## config.mk

```make
export PLATFORM = sky130hd
export DESIGN_NAME = pi_dpi_frame_tracker_flat
export DESIGN_NICKNAME = d
export VERILOG_FILES = /design/src/rtl/pi_dpi_frame_tracker_if.sv /design/src/rtl/pi_dpi_frame_tracker.sv /design/src/flat_wrapper.sv
export SDC_FILE = /design/constraint.sdc
export NUM_CORES = 1
export LEC_CHECK = 0
export BUFFER_PORTS_ARGS = -buffer_cell sky130_fd_sc_hd__buf_2
export CAP_MARGIN = 15
export CORE_MARGIN = 2
export CORE_UTILIZATION = 28
export DETAILED_ROUTE_END_ITERATION = 10
export PLACE_DENSITY = 0.48
export SYNTH_ARGS = -nofsm -noshare
export SYNTH_HDL_FRONTEND = slang
export SYNTH_SLANG_ARGS = --single-unit
export TNS_END_PERCENT = 50
```

## constraint.sdc

```tcl
create_clock -name sysClk -period 3.3 [get_ports sysClk]
set_input_delay 0.66 -clock sysClk [delete_from_list [all_inputs] [get_ports sysClk]]
set_output_delay 0.66 -clock sysClk [all_outputs]
set_load 0.01 [all_outputs]
```

## src/rtl/pi_dpi_frame_tracker_if.sv

```systemverilog
// Pi DPI raster pins in, qualified framing out; master drives the Pi-side pins
// and phase, slave is the tracker.
interface pi_dpi_frame_tracker_if;
  logic [2:0] sysClkPhase;
  logic       dpi_de;
  logic       dpi_vsync;
  logic       display_enable;
  logic       frame_start_flag;
  logic [9:0] pixel_x;
  logic [9:0] pixel_y;
  logic       locked;

  modport master (
    output sysClkPhase, dpi_de, dpi_vsync,
    input  display_enable, frame_start_flag, pixel_x, pixel_y, locked
  );

  modport slave (
    input  sysClkPhase, dpi_de, dpi_vsync,
    output display_enable, frame_start_flag, pixel_x, pixel_y, locked
  );
endinterface

```

## src/rtl/pi_dpi_frame_tracker.sv

```systemverilog
// Recovers Pi DPI framing (display enable, frame start, pixel coords, lock) on sysClk.
// Latency 3..10 sysClk from a dpi_de pin edge; no backpressure, outputs move only on strobe edges.
module pi_dpi_frame_tracker #(
  parameter int         ACTIVE_W    = 720,
  parameter int         ACTIVE_H    = 576,
  parameter logic [2:0] PIXEL_PHASE = 3'd0,
  parameter int         LOCK_FRAMES = 2,
  parameter logic       VSYNC_POL   = 1'b0
) (
  input  logic                  sysClk,
  input  logic                  nReset,
  pi_dpi_frame_tracker_if.slave dpi
);
  localparam logic [9:0] X_MAX  = 10'(ACTIVE_W - 1);
  localparam logic [9:0] Y_MAX  = 10'(ACTIVE_H - 1);
  localparam logic [2:0] LOCK_N = 3'(LOCK_FRAMES);

  typedef enum logic [1:0] {IDLE, ARMED, ACTIVE} state_t;

  logic       de_meta_q, de_sync_q, vs_meta_q, vs_sync_q;
  logic       de_prev_q, de_prev_d, vs_prev_q, vs_prev_d;
  state_t     state_q, state_d;
  logic [9:0] x_q, x_d, y_q, y_d;
  logic       x_ovf_q, x_ovf_d, y_ovf_q, y_ovf_d, bad_q, bad_d;
  logic [2:0] good_q, good_d, good_inc;
  logic       locked_q, locked_d, de_en_q, de_en_d, fsf_q, fsf_d;
  logic       strobe, vs_act, de_rise, de_fall, vs_edge, frame_end, frame_good;

  assign strobe   = (dpi.sysClkPhase == PIXEL_PHASE);
  assign vs_act   = (vs_sync_q == VSYNC_POL);
  assign de_rise  = de_sync_q & ~de_prev_q;
  assign de_fall  = ~de_sync_q & de_prev_q;
  assign vs_edge  = vs_act & ~vs_prev_q;
  assign good_inc = (good_q == LOCK_N) ? good_q : good_q + 3'd1;

  // vsync synchroniser resets to its inactive level so release never fakes an edge
  always_ff @(posedge sysClk or negedge nReset) begin
    if (!nReset) begin
      de_meta_q <= 1'b0;
      de_sync_q <= 1'b0;
      vs_meta_q <= ~VSYNC_POL;
      vs_sync_q <= ~VSYNC_POL;
    end else begin
      de_meta_q <= dpi.dpi_de;
      de_sync_q <= de_meta_q;
      vs_meta_q <= dpi.dpi_vsync;
      vs_sync_q <= vs_meta_q;
    end
  end

  always_comb begin
    de_prev_d  = de_prev_q;
    vs_prev_d  = vs_prev_q;
    state_d    = state_q;
    x_d        = x_q;
    y_d        = y_q;
    x_ovf_d    = x_ovf_q;
    y_ovf_d    = y_ovf_q;
    bad_d      = bad_q;
    good_d     = good_q;
    locked_d   = locked_q;
    de_en_d    = de_en_q;
    fsf_d      = 1'b0;
    frame_end  = 1'b0;
    frame_good = 1'b0;
    if (strobe) begin
      de_prev_d = de_sync_q;
      vs_prev_d = vs_act;
      case (state_q)
        IDLE: if (vs_edge) state_d = ARMED;
        ARMED: begin
          if (vs_edge) begin
            frame_end = 1'b1;
          end else if (de_rise) begin
            state_d = ACTIVE;
            fsf_d   = 1'b1;
            x_d     = '0;
            y_d     = '0;
            x_ovf_d = 1'b0;
            y_ovf_d = 1'b0;
            bad_d   = 1'b0;
          end
        end
        ACTIVE: begin
          if (vs_edge) begin
            // a line still open (or just closing) at vsync is never a good frame
            frame_end  = 1'b1;
            frame_good = !bad_q && !de_sync_q && !de_prev_q && (y_q == Y_MAX) && !y_ovf_q;
            state_d    = ARMED;
          end else if (de_rise) begin
            x_d     = '0;
            x_ovf_d = 1'b0;
            if (y_q == Y_MAX) begin
              y_ovf_d = 1'b1;
              bad_d   = 1'b1;
            end else begin
              y_d = y_q + 10'd1;
            end
          end else if (de_sync_q) begin
            if (x_q == X_MAX) begin
              x_ovf_d = 1'b1;
              bad_d   = 1'b1;
            end else begin
              x_d = x_q + 10'd1;
            end
          end else if (de_fall) begin
            if (x_q != X_MAX || x_ovf_q) bad_d = 1'b1;
          end
        end
        default: state_d = IDLE;
      endcase
      if (frame_end) begin
        if (frame_good) begin
          good_d   = good_inc;
          locked_d = (good_inc == LOCK_N);
        end else begin
          good_d   = '0;
          locked_d = 1'b0;
        end
      end
      de_en_d = de_sync_q && (state_d == ACTIVE) && !x_ovf_d && !y_ovf_d && locked_d;
    end
  end

  always_ff @(posedge sysClk or negedge nReset) begin
    if (!nReset) begin
      de_prev_q <= 1'b0;
      vs_prev_q <= 1'b0;
      state_q   <= IDLE;
      x_q       <= '0;
      y_q       <= '0;
      x_ovf_q   <= 1'b0;
      y_ovf_q   <= 1'b0;
      bad_q     <= 1'b0;
      good_q    <= '0;
      locked_q  <= 1'b0;
      de_en_q   <= 1'b0;
      fsf_q     <= 1'b0;
    end else begin
      de_prev_q <= de_prev_d;
      vs_prev_q <= vs_prev_d;
      state_q   <= state_d;
      x_q       <= x_d;
      y_q       <= y_d;
      x_ovf_q   <= x_ovf_d;
      y_ovf_q   <= y_ovf_d;
      bad_q     <= bad_d;
      good_q    <= good_d;
      locked_q  <= locked_d;
      de_en_q   <= de_en_d;
      fsf_q     <= fsf_d;
    end
  end

  assign dpi.display_enable   = de_en_q;
  assign dpi.frame_start_flag = fsf_q;
  assign dpi.pixel_x          = x_q;
  assign dpi.pixel_y          = y_q;
  assign dpi.locked           = locked_q;
endmodule

```

## src/flat_wrapper.sv

```systemverilog
// flat-port wrapper written by rule: the top's interface ports become plain ports
module pi_dpi_frame_tracker_flat 
#(
  parameter int         ACTIVE_W    = 720,
  parameter int         ACTIVE_H    = 576,
  parameter logic [2:0] PIXEL_PHASE = 3'd0,
  parameter int         LOCK_FRAMES = 2,
  parameter logic       VSYNC_POL   = 1'b0
)
  (sysClk, nReset, dpi_sysClkPhase, dpi_dpi_de, dpi_dpi_vsync, dpi_display_enable, dpi_frame_start_flag, dpi_pixel_x, dpi_pixel_y, dpi_locked);
  pi_dpi_frame_tracker_if dpi_i ();
  input  logic sysClk;
  input  logic nReset;
  input wire logic [$bits(dpi_i.sysClkPhase)-1:0] dpi_sysClkPhase;
  input wire logic [$bits(dpi_i.dpi_de)-1:0] dpi_dpi_de;
  input wire logic [$bits(dpi_i.dpi_vsync)-1:0] dpi_dpi_vsync;
  output wire logic [$bits(dpi_i.display_enable)-1:0] dpi_display_enable;
  output wire logic [$bits(dpi_i.frame_start_flag)-1:0] dpi_frame_start_flag;
  output wire logic [$bits(dpi_i.pixel_x)-1:0] dpi_pixel_x;
  output wire logic [$bits(dpi_i.pixel_y)-1:0] dpi_pixel_y;
  output wire logic [$bits(dpi_i.locked)-1:0] dpi_locked;
  assign dpi_i.sysClkPhase = dpi_sysClkPhase;
  assign dpi_i.dpi_de = dpi_dpi_de;
  assign dpi_i.dpi_vsync = dpi_dpi_vsync;
  assign dpi_display_enable = dpi_i.display_enable;
  assign dpi_frame_start_flag = dpi_i.frame_start_flag;
  assign dpi_pixel_x = dpi_i.pixel_x;
  assign dpi_pixel_y = dpi_i.pixel_y;
  assign dpi_locked = dpi_i.locked;
  pi_dpi_frame_tracker #(.ACTIVE_W(ACTIVE_W), .ACTIVE_H(ACTIVE_H), .PIXEL_PHASE(PIXEL_PHASE), .LOCK_FRAMES(LOCK_FRAMES), .VSYNC_POL(VSYNC_POL)) u_core (.sysClk(sysClk), .nReset(nReset), .dpi(dpi_i));
endmodule
```

### Word-level counts from Yosys, hierarchy flattened

Index checks and enable logic that the tools add are counted.

* multiplexer cells: 56
* equality and inequality tests: 19
* add/sub/neg operators: 3
* reduce and logical (&&, ||, !) cells: 24
* bitwise gates (word level): 7

Operators with widths (number)
* 10-bit 2-to-1 mux: 9
* 10-bit case mux with 2 select lines: 2
* 1-bit 2-to-1 mux: 35
* 10-bit by 1-bit adder with 10-bit output, second input constant: 2
* 10-bit == test, second input constant: 2
* 7-bit AND reduction: 2
* 10-bit != test, second input constant: 1
* 9-bit AND reduction: 1
* 1-bit logical AND: 8
* 2-bit 2-to-1 mux: 4
* 4-bit by 1-bit != test with 1-bit output, second input constant: 2
* 3-bit by 2-bit == test with 1-bit output, second input constant: 2
* 1-bit zero test: 6
* 3-bit 2-to-1 mux: 2
* 2-bit != test, second input constant: 3
* 1-bit case mux with 2 select lines: 3
* 2-bit == test, second input constant: 2
* 2-bit by 1-bit != test with 1-bit output, second input constant: 2
* 4-bit != test, second input constant: 1
* 1-bit NOT: 4
* 2-bit case mux with 2 select lines: 1
* 2-bit OR reduction: 2
* 3-bit by 1-bit adder with 3-bit output, second input constant: 1
* 1-bit AND: 3
* other kinds (9): 9

* flip-flop bits (word level): 37
* input port bits: 7
* output and inout port bits: 23
* logic and storage cells: 125

### Logic depth before layout (Yosys ltp)

Gate-level depths: netlist of run 1.

* word-level depth: 12
* depth in mapped cells: 9
* depth with buffers taken out: 7

### Least setup slack after synthesis of run 1

No wires, ideal clock.

* path kind: input -> register
* start: input dpi_sysClkPhase[1]
* end: register u_core.y_q[8] (netlist: u_core.dpi.pixel_y[8])
* arrival: 2.054 ns
* setup slack: 1.169 ns
* path buffers: 1
* stages: 6
* required time: 3.222 ns
* library setup time: 0.078 ns
* cells stage by stage: nor3_2 and2_4 o211ai_2 buf_6 or4_1 a21oi_1

* word-level cells in the longest chain between the ends: 2

RTL lines
* from (decl): line flat_wrapper.sv:14 `input wire logic [$bits(dpi_i.sysClkPhase)-1:0] dpi_sysClkPhase;`
* 3-bit zero test: line pi_dpi_frame_tracker.sv:29 `assign strobe = (dpi.sysClkPhase == PIXEL_PHASE);`
* 7-bit AND reduction (no source line)
* to (signal assigned): line pi_dpi_frame_tracker.sv:144 `y_q <= y_d;`
* to (decl): line pi_dpi_frame_tracker.sv:23 `logic [9:0] x_q, x_d, y_q, y_d;`

No other way between the ends.
A chain may end at the register's enable or synchronous reset.

### Final worst setup path of run 1

* start: register u_core.state_q[0]
* end: register u_core.y_q[5] (netlist: u_core.dpi.pixel_y[5])

* word-level cells in the longest chain between the ends: 3
* elaborated cells between the ends (all ways): 10
* classes of those cells: eq/ne (7); mux (1); reduce/logical (2)

RTL lines
* from (decl): line pi_dpi_frame_tracker.sv:22 `state_t state_q, state_d;`
* from (signal assigned): line pi_dpi_frame_tracker.sv:142 `state_q <= state_d;`
* 2-bit == test / 2-bit by 1-bit == test with 1-bit output (equally long branches): line pi_dpi_frame_tracker.sv:69 `case (state_q)`
* 2-bit by 1-bit != test with 1-bit output (no source line) (tied with other cells)
* 7-bit AND reduction (no source line)

Several ways; a longest one is shown, not always the timed one.

==> out/metrics.yaml, run 1 <==
drt_wl_total_um: 4550
finalCritPeriodShare_pct: 68.9
synth-async-reset-ratio_pct: 100
hold_viol: 0
arrival_ns: 2.48
leakage_nw: 1.05
max_freq_mhz: 440
fin_nets: 260
dr.pass1.iters: 4
die_h_um: 89.9
tightest_slew_ns: 0.869
synth_nets: 228
drive_gt1_share_pct: 19.1
start_util_pct: 28.7
required_ns: 3.51
cts.clk_slew.worst_paths_ns: 0.07
setup_viol: 0
clockBufferDepth: 2
slew_headroom_pct: 42.1
place_congestion: 0.751
insertion_delay_ns: 0.29
cts_tree: "yes"
seqPwrFrac_pct: 44.1
synth_edf_count: 0
p_comb_share_pct: 32.0
postCtsSetupRepairBufs: 0
die_area_um2: 8090
ant_nets: 0
root_buffer: "clkbuf_8"
post_cts_resized: 0
drtIter0Drc: 116
cts_hold_buf: 0
crit_family: "compound AO/OA/AOI/OAI gates"
synthTopCellsByCount: "dfrtp_1 (35), nand2_1 (21), o21ai_0 (20), a21oi_1 (17)"
rr_worst_depth: 7
ys.flop_type: "dfrtp_1"
yosysWarnings: 0
rsz0062_at_grt: "no"
total_power_mw: 1.29
setup-tns-final_ns: 0
utilization_pct: 33.3
crit_fanout: 20
num_vias: 1714
report.final.slew_viol_count: 0
grt_max_degree: 38
grt_pass1_wl_um: 7710
hpwl_um: 3230
synth.most_common_cell: "dfrtp_1"
io_buffers: 29
synth.avg_cell_area_um2: 9.70
fin_crit_ns: 2.27
holdPathStages: 0
grt_use_total_pct: 11.6
antenna_found_initial: 0
setup.worst_path.end_class: "register"
chipWidth_um: 89.9
min_path_type: "reg -> reg"
cp.depth: 7
cts_sinks: 37
htree_levels: 2
routed_via_density: 4.97
antennaDiodeCount: 0
hold_ws_ns: 0.352
ys_seq_area_share_pct: 44.9
power_frac_clock_pct: 24.0
max_stage_delay_ns: 0.56
cap_violations: 0
synth_cell_types: 55
p_per_area_nw_per_um2: 537
grt_pass1_vias: 1555
internal_power_mw: 0.829
synth_area_leader_cell: "dfrtp_1"
status: "finished clean"
post_drt_wl_per_cell_um: 13.2
ioPinCount: 30
gr-total-overflow: 0
core_um2: 7210
switching_share_pct: 35.7
synth-seq-cells: 37
startpoint_type: "register"
netlist_area_um2: 2070
worst_path_max_delay_cell: "or4_1"
numCtsBuffers: 5
syn_inst: 213
worstSetupPathType: "reg -> reg"
drc_errors: 0
areaGrowthSynthToFinish_pct: 16.1
ir_drop_mv: 0.289
yosys.area.top_type_share_pct: 42.4
row_count: 31
p_switching_mw: 0.460
cp_cell_sequence: "inv_1 -> ha_1 -> nor3b_1 -> o22ai_4 -> o211ai_2 -> or4_1 -> a21oi_1"
fin_skew_ns: 0.00923
yosys-top-cells-area: "dfrtp_1 (42%), ha_1 (4.8%), o21ai_0 (4.8%), a21oi_1 (4.1%), nand2_1 (3.8%)"
cp.buffers_inverters: 1
[registers in the layout, summed over array words and instances, names as in the netlist, 2 cells and up]
| signal | flops |
|---|---|
| u_core.dpi.pixel_y | 10 |
| u_core.good_q | 3 |
| u_core.dpi.pixel_x | 10 |
| u_core.state_q | 2 |
[routing by layer]
layer / track usage [%] / share of wire (%)
met5: 0 / 0
met4: 3.85 / 1.3
met3: 2.77 / 3.5
met2: 17.2 / 45
met1: 16.5 / 50
[area by class of cell]
| class | instances | area, µm² |
|---|---|---|
| inverter | 12 | 45.0 |
| fill | 777 | 4810 |
| timing repair buffer | 31 | 160 |
| clock buffer | 8 | 80.1 |
| multi-input combinational | 158 | 1060 |
| tap | 99 | 124 |
| sequential | 37 | 928 |
[power by group through the flow]
stage                     sequential (mW)  clock (mW)  combinational (mW)
after global placement              0.576           0               0.414
after detailed placement            0.576           0               0.415
after CTS                           0.567       0.321               0.417
after global routing                0.577       0.337               0.465
after floorplan                     0.572           0               0.314
final                               0.568       0.309               0.412
[worst register-to-register path, stage by stage (launching register included)]
cell	delay, ns
dfrtp_1	0.40
inv_1	0.09
ha_1	0.21
nor3b_1	0.17
o22ai_4	0.26
o211ai_2	0.34
or4_1	0.56
a21oi_1	0.17
[path summary, 6_finish.rpt]
kind / start / to / slack [ns]
hold reg to reg: u_core.de_meta_q / u_core.de_sync_q / 0.35
min in group asynchronous: nReset / u_core.state_q[1] / 0.48
hold / removal: u_core.de_meta_q / u_core.de_sync_q / 0.35
max in group asynchronous: nReset / u_core.de_prev_q / 2.27
setup / recovery: u_core.state_q[0] / u_core.dpi.pixel_y[5] / 1.03
setup reg to reg: u_core.state_q[0] / u_core.dpi.pixel_y[5] / 1.03
[logic make-up (layout without fill, tap and decap cells)]
logic type	after synthesis	in the layout	synth area share (%)
AND/OR/NAND/NOR	78	78	21.4
AO/OA/AOI/OAI	69	69	23.7
flip-flops	37	37	44.9
buffers and inverters	18	51	3.69
adder cells (fa/ha/maj)	8	8	4.84
multiplexers	2	2	1.03
XOR/XNOR	1	1	0.424
[stage by stage]
step                area [µm²]  std cells  setup slack, ns
floorplan                 2070        213             1.17
global placement          2320        337            0.921
detailed placement        2320        337            0.893
CTS                       2400        345             1.01
global route              2400        345            0.846
finish                    2400        345             1.03
[cell usage in the layout (no fill, tap or decap), types with 3 or more instances in the layout]
master,n
nor2_1,6
or3_1,12
nand3_1,7
o21ai_0,20
and3_1,4
nand2_1,21
clkbuf_1,3
nor3_1,4
dfrtp_1,35
a21oi_1,17
or4_1,5
o22ai_1,3
o31ai_1,6
ha_1,8
clkbuf_8,5
inv_1,12
buf_2,29
Power figures use the tool's default switching activity.
==> run 2: changes to the inputs <==
- ABC_AREA: default -> 1
- clock period: 3.3 -> 2.3 ns (I/O delays scaled with it)
==> out/metrics.yaml, run 2 <==
htree_levels: 2
total_power_mw: 2.02
grt_max_degree: 26
required_ns: 2.47
setup-tns-final_ns: 0
cap_violations: 0
ant_nets: 0
synth-async-reset-ratio_pct: 100
setup.worst_path.end_class: "register"
fin_crit_ns: 1.99
slew_headroom_pct: 61.9
num_vias: 2034
routed_via_density: 4.55
synth-seq-cells: 37
multi_input_area_um2: 1170
drc_errors: 0
die_h_um: 93.9
internal_power_mw: 1.22
ys_seq_area_share_pct: 41.1
synth.most_common_cell: "nand2_1"
p_switching_mw: 0.795
finalCritPeriodShare_pct: 86.5
antenna_found_initial: 0
clockBufferDepth: 2
worst_path_max_delay_cell: "dfrtp_1"
synthSimpleGateAreaFrac_pct: 35.1
yosys.area.top_type_share_pct: 38.7
synth_area_leader_cell: "dfrtp_1"
chipWidth_um: 93.9
synthXorXnorAreaFrac_pct: 3.10
hpwl_um: 4050
synth_adder_area_share_pct: 4.43
synth_cell_types: 28
ioPinCount: 30
regToRegSetupSlack_ns: 0.31
yosysWarnings: 0
power_frac_clock_pct: 22.0
grt_pass1_vias: 1984
start_util_pct: 29.1
post-place-ws_ns: 0.291
areaGrowthSynthToFinish_pct: 16.2
min_path_type: "in -> async"
setup_viol: 0
report.final.slew_viol_count: 0
n_fill_cell: 862
synth_nets: 321
switching_share_pct: 39.4
antennaDiodeCount: 0
fin_skew_ns: 0.00807
grt_pass1_wl_um: 9420
worstSetupPathType: "reg -> reg"
core_um2: 7770
final_area_um2: 2630
cts_sinks: 37
rsz0062_at_grt: "no"
insertion_delay_ns: 0.29
layout_common_cells: "nand2_1 (88), nor2_1 (38), dfrtp_1 (35)"
hold_viol: 0
utilization_pct: 33.8
yosys-top-cells-area: "dfrtp_1 (39%), nand2_1 (15%), nand3_1 (6.4%), nor2_1 (6.3%), inv_1 (5.5%)"
p_comb_share_pct: 34.1
drtIter0Drc: 127
rr_worst_depth: 10
cts_tree: "yes"
cts.clk_slew.worst_paths_ns: 0.08
regArea_um2: 928
drive_gt1_share_pct: 18.3
fin_nets: 359
die_area_um2: 8810
synth.avg_cell_area_um2: 7.39
synth_top_family_by_area: "simple AND/OR/NAND/NOR gates"
postCtsSetupRepairBufs: 0
tightest_slew_ns: 0.572
io_buffers: 29
dr.pass1.iters: 4
layout_commonest_cell: "nand2_1"
max_freq_mhz: 502
post_drt_wl_per_cell_um: 11.9
ir_drop_mv: 0.235
root_buffer: "clkbuf_8"
synthTopCellsByCount: "nand2_1 (88), nor2_1 (38), dfrtp_1 (35), inv_1 (33), nand3_1 (29)"
p_per_area_nw_per_um2: 769
cp_cell_sequence: "inv_1 -> ha_1 -> nand2_1 -> nand2_2 -> nor2_4 -> inv_1 -> a21oi_4 -> inv_2 -> nand2_1 -> o21ai_0"
leakage_nw: 1.28
finalWorstSetupSlack_ns: 0.310
ys.flop_type: "dfrtp_1"
row_count: 32
cts_hold_buf: 0
crit_fanout: 14
startpoint_type: "register"
grt_use_total_pct: 13.5
gr-total-overflow: 0
max_stage_delay_ns: 0.39
post_cts_resized: 0
placed_area_um2: 2540
syn_inst: 306
drt_wl_total_um: 5300
synthMuxAreaShare_pct: 0
synth_compound_area_share_pct: 9.02
netlist_area_um2: 2260
place_congestion: 0.795
synth_edf_count: 0
numCtsBuffers: 5
status: "finished clean"
seqPwrFrac_pct: 44.0
arrival_ns: 2.16
run 2: cell count changes after synthesis, moves of 5 or more:
cell,previous run,this run
nand2_1,21,88
nor2_1,6,38
nand3_1,7,29
inv_1,12,33
a21oi_1,17,2
or3_1,12,0
o31ai_1,6,0
xor2_1,1,7
nand4_1,2,7
or4_1,5,0
run 2: path summary, 6_finish.rpt:
path	start	end
max	u_core.state_q[0]	u_core.dpi.pixel_x[7]
min	nReset	u_core.bad_q
max reg2reg	u_core.state_q[0]	u_core.dpi.pixel_x[7]
min reg2reg	u_core.vs_meta_q	u_core.vs_sync_q
max in group asynchronous	nReset	u_core.vs_meta_q
min in group sysClk	dpi_dpi_vsync	u_core.vs_meta_q
run 2: logic make-up after synthesis:
logic type / after synthesis
compound gates: 34
xor+xnor: 8
fa+ha+maj: 8
buf+inv: 39
flops: 37
simple gates: 180
run 2: power groups by stage:
stage	clock network, mW	registers [mW]	logic, mW
after global placement	0	0.897	0.693
final	0.444	0.888	0.688
after detailed placement	0	0.899	0.696
after floorplan	0	0.900	0.473
after CTS	0.465	0.888	0.698
after global routing	0.485	0.909	0.798
run 2: area by class of cell:
type,count,area share (%)
Clock buffer,6,2.76
Multi-Input combinational cell,230,44.4
Clock inverter,2,0.381
Timing Repair Buffer,35,7.24
Inverter,35,5.00
Tap cell,102,4.86
Sequential cell,37,35.3
run 2: per-layer routing:
| layer | vias up | GRT usage (%) | part of all wire (%) |
|---|---|---|---|
| li1 | 1052 | - | - |
| met1 | 939 | 18.1 | 49 |
| met2 | 38 | 21.9 | 46 |
| met3 | 5 | 2.81 | 3.9 |
| met4 | 0 | 3.99 | 1.2 |
| met5 | - | 0 | 0 |
run 2: metrics by stage:
stage	hold slack [ns]	std cells
global placement	0.334	439
detailed placement	0.347	439
finish	0.156	447
CTS	0.182	447
floorplan	0.164	306
global route	0.218	447
run 2: critical path: cells and delay by family, from the launching register on:
kind,cells,cell delay [ns]
AO/OA/AOI/OAI,2,0.34
buffers and inverters,3,0.32
AND/OR/NAND/NOR,4,0.43
adder cells (fa/ha/maj),1,0.39
flip-flops,1,0.39
